**src/rtl/load_store_unit.sv**
```systemverilog
// Byte/halfword/word load-store sequencer for an async-read, word-wide data memory.
// Optional LSU_MISALIGN_TRAP_EN: fault misaligned accesses instead of masking the low address bits.
module load_store_unit (
    input  logic        clk,
    input  logic        rst_n,
    input  logic        req_valid,
    output logic        req_ready,
    input  logic        req_store,
    input  logic [1:0]  req_size,
    input  logic        req_signed,
    input  logic [31:0] req_addr,
    input  logic [31:0] req_wdata,
    output logic        resp_valid,
    output logic [31:0] resp_data,
    output logic        resp_fault,
    output logic [15:0] mem_addr,
    output logic        mem_write_en,
    output logic [31:0] mem_write_data,
    input  logic [31:0] mem_read_data
);
    typedef enum logic [3:0] {
        IDLE  = 4'b0001,
        READ  = 4'b0010,
        WRITE = 4'b0100,
        DONE  = 4'b1000
    } state_t;

    state_t      state_reg, state_next;
    logic        store_reg, signed_reg, fault_reg, mem_write_en_reg;
    logic [1:0]  size_reg, lane_reg;
    logic [15:0] wdata_reg, mem_addr_reg;
    logic [31:0] mem_write_data_reg, resp_data_reg;

    logic        accept, is_word_req, is_half_req, misaligned, fault_in;
    logic [1:0]  lane_in;
    logic [7:0]  byte_val;
    logic [15:0] half_val;
    logic [31:0] load_result, merged;
    logic        unused_addr_bits;

    assign unused_addr_bits = ^req_addr[31:18];

    assign accept      = req_valid && req_ready;
    assign is_word_req = req_size[1];
    assign is_half_req = (req_size == 2'b01);
    assign misaligned  = (is_half_req && req_addr[0]) || (is_word_req && (req_addr[1:0] != 2'b00));

`ifdef LSU_MISALIGN_TRAP_EN
    assign fault_in = misaligned;
    assign lane_in  = req_addr[1:0];
`else
    assign fault_in = 1'b0;
    // Misaligned accesses are silently rounded down to their natural alignment.
    assign lane_in  = is_word_req ? 2'b00 : (is_half_req ? {req_addr[1], 1'b0} : req_addr[1:0]);
`endif

    always_comb begin
        byte_val = mem_read_data[{lane_reg, 3'b000} +: 8];
        half_val = lane_reg[1] ? mem_read_data[31:16] : mem_read_data[15:0];
        if (size_reg[1])
            load_result = mem_read_data;
        else if (size_reg[0])
            load_result = {{16{signed_reg & half_val[15]}}, half_val};
        else
            load_result = {{24{signed_reg & byte_val[7]}}, byte_val};

        merged = mem_read_data;
        if (size_reg[0])
            merged[{lane_reg[1], 4'b0000} +: 16] = wdata_reg;
        else
            merged[{lane_reg, 3'b000} +: 8] = wdata_reg[7:0];
    end

    always_comb begin
        state_next = state_reg;
        case (state_reg)
            IDLE: begin
                if (accept) begin
                    if (fault_in)
                        state_next = DONE;
                    else if (req_store && is_word_req)
                        state_next = WRITE;
                    else
                        state_next = READ;
                end
            end
            READ:    state_next = store_reg ? WRITE : DONE;
            WRITE:   state_next = DONE;
            DONE:    state_next = IDLE;
            default: state_next = IDLE;
        endcase
    end

    always_ff @(posedge clk) begin
        if (!rst_n) begin
            state_reg          <= IDLE;
            store_reg          <= 1'b0;
            signed_reg         <= 1'b0;
            size_reg           <= 2'b00;
            lane_reg           <= 2'b00;
            wdata_reg          <= 16'h0;
            fault_reg          <= 1'b0;
            mem_addr_reg       <= 16'h0;
            mem_write_en_reg   <= 1'b0;
            mem_write_data_reg <= 32'h0;
            resp_data_reg      <= 32'h0;
        end else begin
            state_reg        <= state_next;
            // Strobe is a flop so the memory sees a clean, glitch-free single-cycle pulse.
            mem_write_en_reg <= (state_next == WRITE);
            case (state_reg)
                IDLE: begin
                    if (accept) begin
                        store_reg    <= req_store;
                        signed_reg   <= req_signed;
                        size_reg     <= req_size;
                        lane_reg     <= lane_in;
                        wdata_reg    <= req_wdata[15:0];
                        fault_reg    <= fault_in;
                        mem_addr_reg <= req_addr[17:2];
                        if (req_store && is_word_req && !fault_in)
                            mem_write_data_reg <= req_wdata;
                    end
                end
                READ: begin
                    if (store_reg)
                        mem_write_data_reg <= merged;
                    else
                        resp_data_reg <= load_result;
                end
                default: ;
            endcase
        end
    end

    assign req_ready      = (state_reg == IDLE) && rst_n;
    assign resp_valid     = (state_reg == DONE);
    assign resp_fault     = fault_reg;
    assign resp_data      = resp_data_reg;
    assign mem_addr       = mem_addr_reg;
    assign mem_write_en   = mem_write_en_reg;
    assign mem_write_data = mem_write_data_reg;
endmodule

```
**config.mk**
```make
export PLATFORM = sky130hd
export DESIGN_NAME = load_store_unit
export DESIGN_NICKNAME = d
export VERILOG_FILES = /design/src/rtl/load_store_unit.sv
export SDC_FILE = /design/constraint.sdc
export NUM_CORES = 1
export LEC_CHECK = 0
export CAP_MARGIN = 10
export CORE_ASPECT_RATIO = 1.2
export CORE_MARGIN = 2
export CORE_UTILIZATION = 35
export CTS_CLUSTER_DIAMETER = 80
export DETAILED_ROUTE_END_ITERATION = 12
export HOLD_SLACK_MARGIN = 0.05
export SLEW_MARGIN = 30
export SYNTH_ARGS = -nofsm -noshare
export SYNTH_HDL_FRONTEND = slang
export SYNTH_SLANG_ARGS = --single-unit
```
**constraint.sdc**
```tcl
create_clock -name clk -period 3.13 [get_ports clk]
set_clock_uncertainty 0.1 [all_clocks]
set_input_delay 0.313 -clock clk [delete_from_list [all_inputs] [get_ports clk]]
set_output_delay 0.313 -clock clk [all_outputs]
set_load 0.05 [all_outputs]
```
# ---- After elaboration in Yosys (flattened, before gate mapping)
# Index checks and enable logic that the tools add are counted.
dict set report op_classes {
  n_mux 16
  shifts 5
  bitwise_logic 3
  eq_ne 9
  n_addsub 2
  n_reduce_logical 7
}
# operator n
set op_table {}
lappend op_table {{2-to-1 mux 32 bit} 6}
lappend op_table {{bitwise mux 32 bit} 2}
lappend op_table {{case mux 32 bit (2 select lines)} 1}
lappend op_table {{variable shift 16 x 7 -> 32 bit (first input constant)} 1}
lappend op_table {{variable shift 8 x 7 -> 32 bit (first input constant)} 1}
lappend op_table {{variable part select 16 x 7 -> 32 bit} 1}
lappend op_table {{variable part select 32 x 6 -> 8 bit} 1}
lappend op_table {{variable part select 8 x 7 -> 32 bit} 1}
lappend op_table {{2-to-1 mux 16 bit} 1}
lappend op_table {{negator 5 -> 7 bit} 2}
lappend op_table {{case mux 4 bit (3 select lines)} 1}
lappend op_table {{equality test 4 x 3 -> 1 bit (second input constant)} 2}
lappend op_table {{2-to-1 mux 4 bit} 2}
lappend op_table {{inequality test 2 bit (second input constant)} 3}
lappend op_table {{equality test 4 x 1 -> 1 bit (second input constant)} 1}
lappend op_table {{equality test 4 x 2 -> 1 bit (second input constant)} 1}
lappend op_table {{equality test 4 bit (second input constant)} 1}
lappend op_table {{AND reduction 2 bit} 2}
lappend op_table {{AND reduction 4 bit} 1}
lappend op_table {{logical AND 1 bit} 3}
lappend op_table {{2-to-1 mux 3 bit} 1}
lappend op_table {{bitwise AND 1 bit} 2}
lappend op_table {{equality test 2 x 1 -> 1 bit (second input constant)} 1}
lappend op_table {{2-to-1 mux 2 bit} 1}
lappend op_table {{3 further kinds} 3}
dict set report word_totals {
  wordCells 52
  reg_bits 107
  in_bits 103
}

# ---- Logic depth before layout (Yosys ltp)
# Gate-level depths: netlist of the first run.
dict set report depth {
  ltp_word 6
  depth_mapped 9
  ltp_nobuf 6
}

# ---- Least setup slack after synthesis of the first run
# No wires, ideal clock.
dict set report synth_path {
  path_kind {register -> register}
  from {reg lane_reg[1]}
  to {reg mem_write_data_reg[16] (netlist: mem_write_data[16])}
  setup_slack_ns 0.605
  path_stages_with_launch 10
  period_less_slack_ns 2.525
  required_time_ns 2.941
  n_path_buf 3
  arrival_time_ns 2.337
  path_cell_list {dfxtp_1 buf_2 buf_4 clkinv_1 ha_1 and4bb_2 clkbuf_1 a221oi_1 a211o_1 a311oi_2}
}
dict set report synth_between {
  elab_chain_cells 6
}
# item line_no
set synth_rtl {}
lappend synth_rtl {{start: declaration} 30} ;# logic [1:0] size_reg, lane_reg;
lappend synth_rtl {{start signal: assignment} 117} ;# lane_reg <= lane_in;
lappend synth_rtl {{negator 5 -> 7 bit (on tied branches)} {69, 71}}
lappend synth_rtl {{variable part select 16 x 7 -> 32 bit, or another cell as far along} 69} ;# merged[{lane_reg[1], 4'b0000} +: 16] = wdata_reg;
lappend synth_rtl {{bitwise mux 32 bit (on tied branches)} {69, 71}}
lappend synth_rtl {{2-to-1 mux 32 bit (*)} 68} ;# if (size_reg[0])
lappend synth_rtl {{2-to-1 mux 32 bit (*)} 126} ;# if (store_reg)
lappend synth_rtl {{case mux 32 bit (2 select lines) (*)} 111} ;# case (state_reg)
lappend synth_rtl {{end signal: assignment} 122} ;# mem_write_data_reg <= req_wdata;
lappend synth_rtl {{end signal: assignment} 127} ;# mem_write_data_reg <= merged;
lappend synth_rtl {{end: declaration} 32} ;# logic [31:0] mem_write_data_reg, resp_data_reg;
# Mark *: on every way between the ends. The rest lies on a longest branch, timed or not. The select of a mux whose other input is x is not followed.
# A chain may end at the register's enable or synchronous reset.

# ---- Worst setup path in the final report of the first run
dict set report layout_path {
  from {reg state_reg[0]}
  to {out req_ready}
}
dict set report layout_between {
  elab_chain_cells 2
}
# item line_no
set layout_rtl {}
lappend layout_rtl {{start: declaration} 28} ;# state_t state_reg, state_next;
lappend layout_rtl {{start signal: assignment} 108} ;# state_reg <= state_next;
lappend layout_rtl {{equality test 4 x 1 -> 1 bit} 136} ;# assign req_ready = (state_reg == IDLE) && rst_n;
lappend layout_rtl {{logical AND 1 bit} 136}
lappend layout_rtl {{end: declaration} 7} ;# output logic req_ready,
# Every way passes these cells.

==> results.tsv, run 1 <==
metric	value	unit
Power per Cell Area	453.1	mW/mm^2
gr usage total	21.73	%
DRC violations left	0	
global route overflow	0	
largest net degree at the start of global routing	66	
CTS resizes	0	
die width	122.3	um
Final Slew Violations	0	
slowest stage cell, crit path	clkdlybuf4s50_1	
post-route ant nets	0	
detailed-route vias per instance	5.769	
core area	0.01634	mm^2
commonest cells after routing, fill and taps aside	clkdlybuf4s50_1 (170), nand2_1 (131), dfxtp_1 (105)	
DRT iter0 DRCs	360	
Cell Rows	51	
first-pass GRT wire length	30640	um
Post-DP HPWL	14470	um
Pre-antenna DRT Iters	7	
Worst VDD drop	0.2727	mV
top cell type's share of synthesized area	36.43	%
Reg clk slew, reported paths	0.08	ns
via count	5890	
Tcrit/Tclk final	81.66	%
Hold-fix buffers, CTS	0	
Post-Syn Area	0.005881	mm^2
CTS tree	done	
final-report setup violation count	0	
final hold violation count	0	
WHS	0.3206	ns
Ports	187	
Peak Freq	0.3912	GHz
Post-CTS Setup Inserts	0	
syn_area_per_cell	8.738	um^2
Root Buffer	clkbuf_16	
WL/cell	19.48	um
WS Path Type	reg -> out	
Initial Util	36.00	%
crit path capture type	primary output	
leading area contributor after synthesis	dfxtp_1	
CTS buffer count	9	
Die Y	146.0	um
min Tclk post-route	2.556	ns
GPL Wtd Cong	0.8799	
leakage	2.718	nW
Power Total	3.605	mW
vias in the first global route	5648	
I/O Buffers	171	
antenna violations before repair	0	
final core occ	48.70	%
status	finished, final reports clean	
startpoint types	flip-flop	
Worst EP required	2.72	ns
Ys Warns	0	
max_cap viols	0	
design area	0.007955	mm^2
Rel. slew slack	45.34	%
worst skew pair latency	0.36	ns
register area share after synthesis	36.43	%
Critical Path AT	2.14	ns
CP peak stage delay	0.79	ns
Async SR Flop Fraction	0	%
nets	912	
Post-synth EDFFs	0	
commonest non-fill, non-tap cell in the layout	clkdlybuf4s50_1	
ranking of synthesized cells by area	dfxtp_1 (36%), nand2_1 (8.4%), a311oi_2 (7.7%), mux2i_1 (7.3%), a211o_1 (5.8%)	
CTS max path bufs	2	
placed inst area	0.007661	mm^2
Crit Path Max Fanout	7	
share of cells above drive strength 1	10.63	%
most common flop cell mapped by yosys	dfxtp_1	
synth unique cells	51	
Mapped Nets	781	
RSZ-0062 raised after global routing	no	
CP Cell Sequence	nor4b_2 -> and2_1 -> clkdlybuf4s50_1	
flops & latches, synth	107	
clk sink count	107	
Post-Synthesis Cells	673	
Routed WL	19890	um
CTS H-tree depth	3	
Worst Hold Class	in -> reg	
antenna cells	0	
full die area	0.01786	mm^2
Slew @ Worst Pin	0.8170	ns
TNS Setup	0	ns
area grow syn2layout	35.28	%
==> worst paths after layout <==
kind           startpoint                 end  slack, ns  cells after the start
min                 rst_n        mem_addr[11]       0.32                      3
max          state_reg[0]           req_ready       0.57                      3
min reg2reg   mem_addr[7]         mem_addr[7]       0.36                      2
max reg2reg   lane_reg[1]  mem_write_data[30]       0.67                      7
==> cell families after synthesis <==
kind of cell | Yosys count | synth area share, %
DFF | 107 | 36.43
adders and majority gates | 5 | 1.064
and+or+nand+nor | 207 | 16.62
buffers and inverters | 77 | 6.106
AOI/OAI and AO/OA | 231 | 31.83
muxes | 45 | 7.894
other | 1 | 0.06377
==> synth_stat cells (2+ instances only) <==
cell type and count:
nand3_1 26, dfxtp_1 107, ha_1 5, a311oi_1 2, a21oi_1 60, o21ai_0 43
buf_4 2, mux2i_1 43, a221oi_1 33, buf_2 25, a221oi_2 7, nand2_1 131
o211ai_1 2, o31ai_1 8, o21ai_1 2, clkbuf_1 34, nor2_1 11, a211o_1 39
and3_1 4, buf_6 4, inv_1 8, and3b_1 9, a311oi_2 30, and2_1 3
and4bb_2 2, or3_1 8
==> through the flow <==
step / instances / setup slack [ns]
2_1_floorplan: 673 / 0.6047
3_3_place_gp: 1005 / 0.7200
4_1_cts: 1021 / 0.5727
5_1_grt: 1021 / 0.4750
3_5_place_dp: 1005 / 0.6363
6_report: 1021 / 0.5739
==> power breakdown <==
part	switching [mW]	internal (mW)
clock	0.541	0.628
sequential	0.0766	1.45
combinational	0.561	0.353
==> worst max-delay path: cells and delay by family (launching register included) <==
family,cells,cell delay (ns)
flip-flops,1,0.49
AND/OR/NAND/NOR,2,0.49
buffers and inverters,1,0.79
==> metal layers <==
metal	global-route usage [%]	routed length, um	up-vias
li1	-	-	2767
met1	27.51	8168	2834
met2	35.94	9785	248
met3	3.958	1378	41
met4	9.080	555	0
met5	0	0	-
==> final cells by class <==
cell class	count	area (um^2)
Fill cell	1593	8381
Tap cell	212	265.3
Inverter	10	37.54
Clock buffer	11	232.7
Multi-Input combinational cell	489	3387
Sequential cell	107	2145
Clock inverter	5	61.31
Timing Repair Buffer	187	1827
Note: power is estimated with default switching activity, not from simulation.
==> run 2, diff against run 1 <==
- PLACE_DENSITY: not set -> 0.66
- clock period: 3.13 -> 2.1 ns (I/O delays scaled with it)
==> run 2 against run 1 <==
Net effect: die area unchanged; hold slack worse by 0.045 ns; utilization up 2.3 points; via count down 1.8%; critical path depth up 4; clock-buffer cell count unchanged; sequential cell count unchanged; combinational power up 57%; sequential share of layout area down 1.2 points; first-iteration DRC count up 27%; worst setup slack worse by 0.51 ns; sequential power up 49%; largest cell class unchanged.
==> results.tsv, run 2 (same netlist as run 1, synthesis figures left out) <==
metric	value	unit
status	finished, final reports clean	
final hold violation count	0	
reg2reg end	mem_write_data[26]	
WHS Path Cells	3	
leakage	2.888	nW
Peak Freq	0.4917	GHz
DRT iter0 DRCs	456	
Pre-antenna DRT Iters	5	
CTS buffer count	9	
Post-DP HPWL	14230	um
antenna violations before repair	0	
clk sink count	107	
DRC violations left	0	
Slew @ Worst Pin	0.6046	ns
Final Slew Violations	0	
reg2reg path depth	7	
Power Total	5.714	mW
startpoint types	flip-flop	
placed inst area	0.007959	mm^2
vias in the first global route	5439	
Rel. slew slack	59.69	%
global route overflow	0	
worst skew pair latency	0.37	ns
nets	933	
Worst EP required	2.27	ns
CTS H-tree depth	3	
Tcrit/Tclk final	96.84	%
WHS Endpoint	mem_addr[7]	
design area	0.008324	mm^2
DP Cell Count	1026	
die width	122.3	um
CTS max path bufs	2	
gr usage total	21.93	%
final-report setup violation count	0	
Root Buffer	clkbuf_16	
Critical Path AT	2.21	ns
I/O Buffers	171	
max_cap viols	0	
Finished Layout Cells	1042	
Post-CTS Setup Inserts	0	
Reg clk slew, reported paths	0.08	ns
Routed WL	19760	um
antenna cells	0	
commonest non-fill, non-tap cell in the layout	clkdlybuf4s50_1	
Crit Path Max Fanout	8	
GPL Wtd Cong	0.8796	
core area	0.01634	mm^2
WL/cell	18.96	um
post-route ant nets	0	
crit path capture type	flip-flop	
via count	5782	
Die Y	146.0	um
Cell Rows	51	
commonest cells after routing, fill and taps aside	clkdlybuf4s50_1 (168), nand2_1 (131), dfxtp_1 (104)	
RSZ-0062 raised after global routing	yes	
CTS tree	done	
full die area	0.01786	mm^2
WHS	0.2754	ns
detailed-route vias per instance	5.549	
Initial Util	36.00	%
flop2flop setup slack	0.07	ns
Ports	187	
largest net degree at the start of global routing	40	
worst r2r src	lane_reg[1]	
first-pass GRT wire length	30630	um
hold_sp	req_addr[9]	
WS Path Type	reg -> reg	
Worst Hold Class	in -> reg	
share of cells above drive strength 1	14.10	%
Worst VDD drop	0.3746	mV
area grow syn2layout	41.55	%
min Tclk post-route	2.034	ns
Power per Cell Area	686.5	mW/mm^2
==> run 2: final cells by class <==
| cell class | count | area (um^2) |
|---|---|---|
| Inverter | 10 | 50.05 |
| Sequential cell | 107 | 2148 |
| Clock buffer | 11 | 242.7 |
| Fill cell | 1609 | 8011 |
| Timing Repair Buffer | 208 | 2092 |
| Tap cell | 212 | 265.3 |
| Multi-Input combinational cell | 489 | 3418 |
| Clock inverter | 5 | 107.6 |
==> run 2: stage by stage <==
step	setup TNS (ns)	util (%)	worst slack, ns
2_1_floorplan	0	-	0.007548
3_3_place_gp	-0.05532	48.72	-0.009330
3_5_place_dp	-0.1828	48.72	-0.02718
4_1_cts	0	50.90	0.04507
5_1_grt	-0.01908	50.96	-0.01637
6_report	0	50.96	0.06640
==> run 2: metal layers <==
metal	vias to the layer above	GRT usage, %	share of wire (%)
li1	2815	-	-
met1	2752	29.42	44
met2	190	35.19	48
met3	25	4.036	5.7
met4	0	7.356	2.3
met5	-	0	0
==> run 2: report_power, final <==
group          internal [mW]  total [mW]  switching, mW
Sequential              2.15        2.27          0.114
Clock                   1.21        2.02          0.815
Combinational          0.578        1.43          0.847
==> run 2: worst max-delay path by stage <==
stage	endpoint	cells after the start	startpoint	slack, ns
2_1_floorplan	mem_write_data[24]	8	lane_reg[0]	0.008
4_1_cts	mem_write_data[30]	7	lane_reg[1]	0.05
5_1_grt	mem_write_data[16]	6	lane_reg[1]	-0.02
3_5_place_dp	resp_data[11]	6	mem_read_data[7]	-0.03
3_3_place_gp	resp_data[8]	6	mem_read_data[7]	-0.009
6_report	mem_write_data[26]	7	lane_reg[1]	0.07
==> run 2: timing repair <==
action	CTS	global route
pin swaps	0	6
gates resized for setup	2	3
endpoints found under the setup margin	8	10
hold buffers	0	0
==> run 2: critical path, stage by stage (launching register included) <==
cell	delay [ns]
dfxtp_4	0.42
clkinv_8	0.06
ha_4	0.23
nor4bb_2	0.27
buf_4	0.20
a221oi_1	0.08
a211o_1	0.33
a311oi_2	0.25
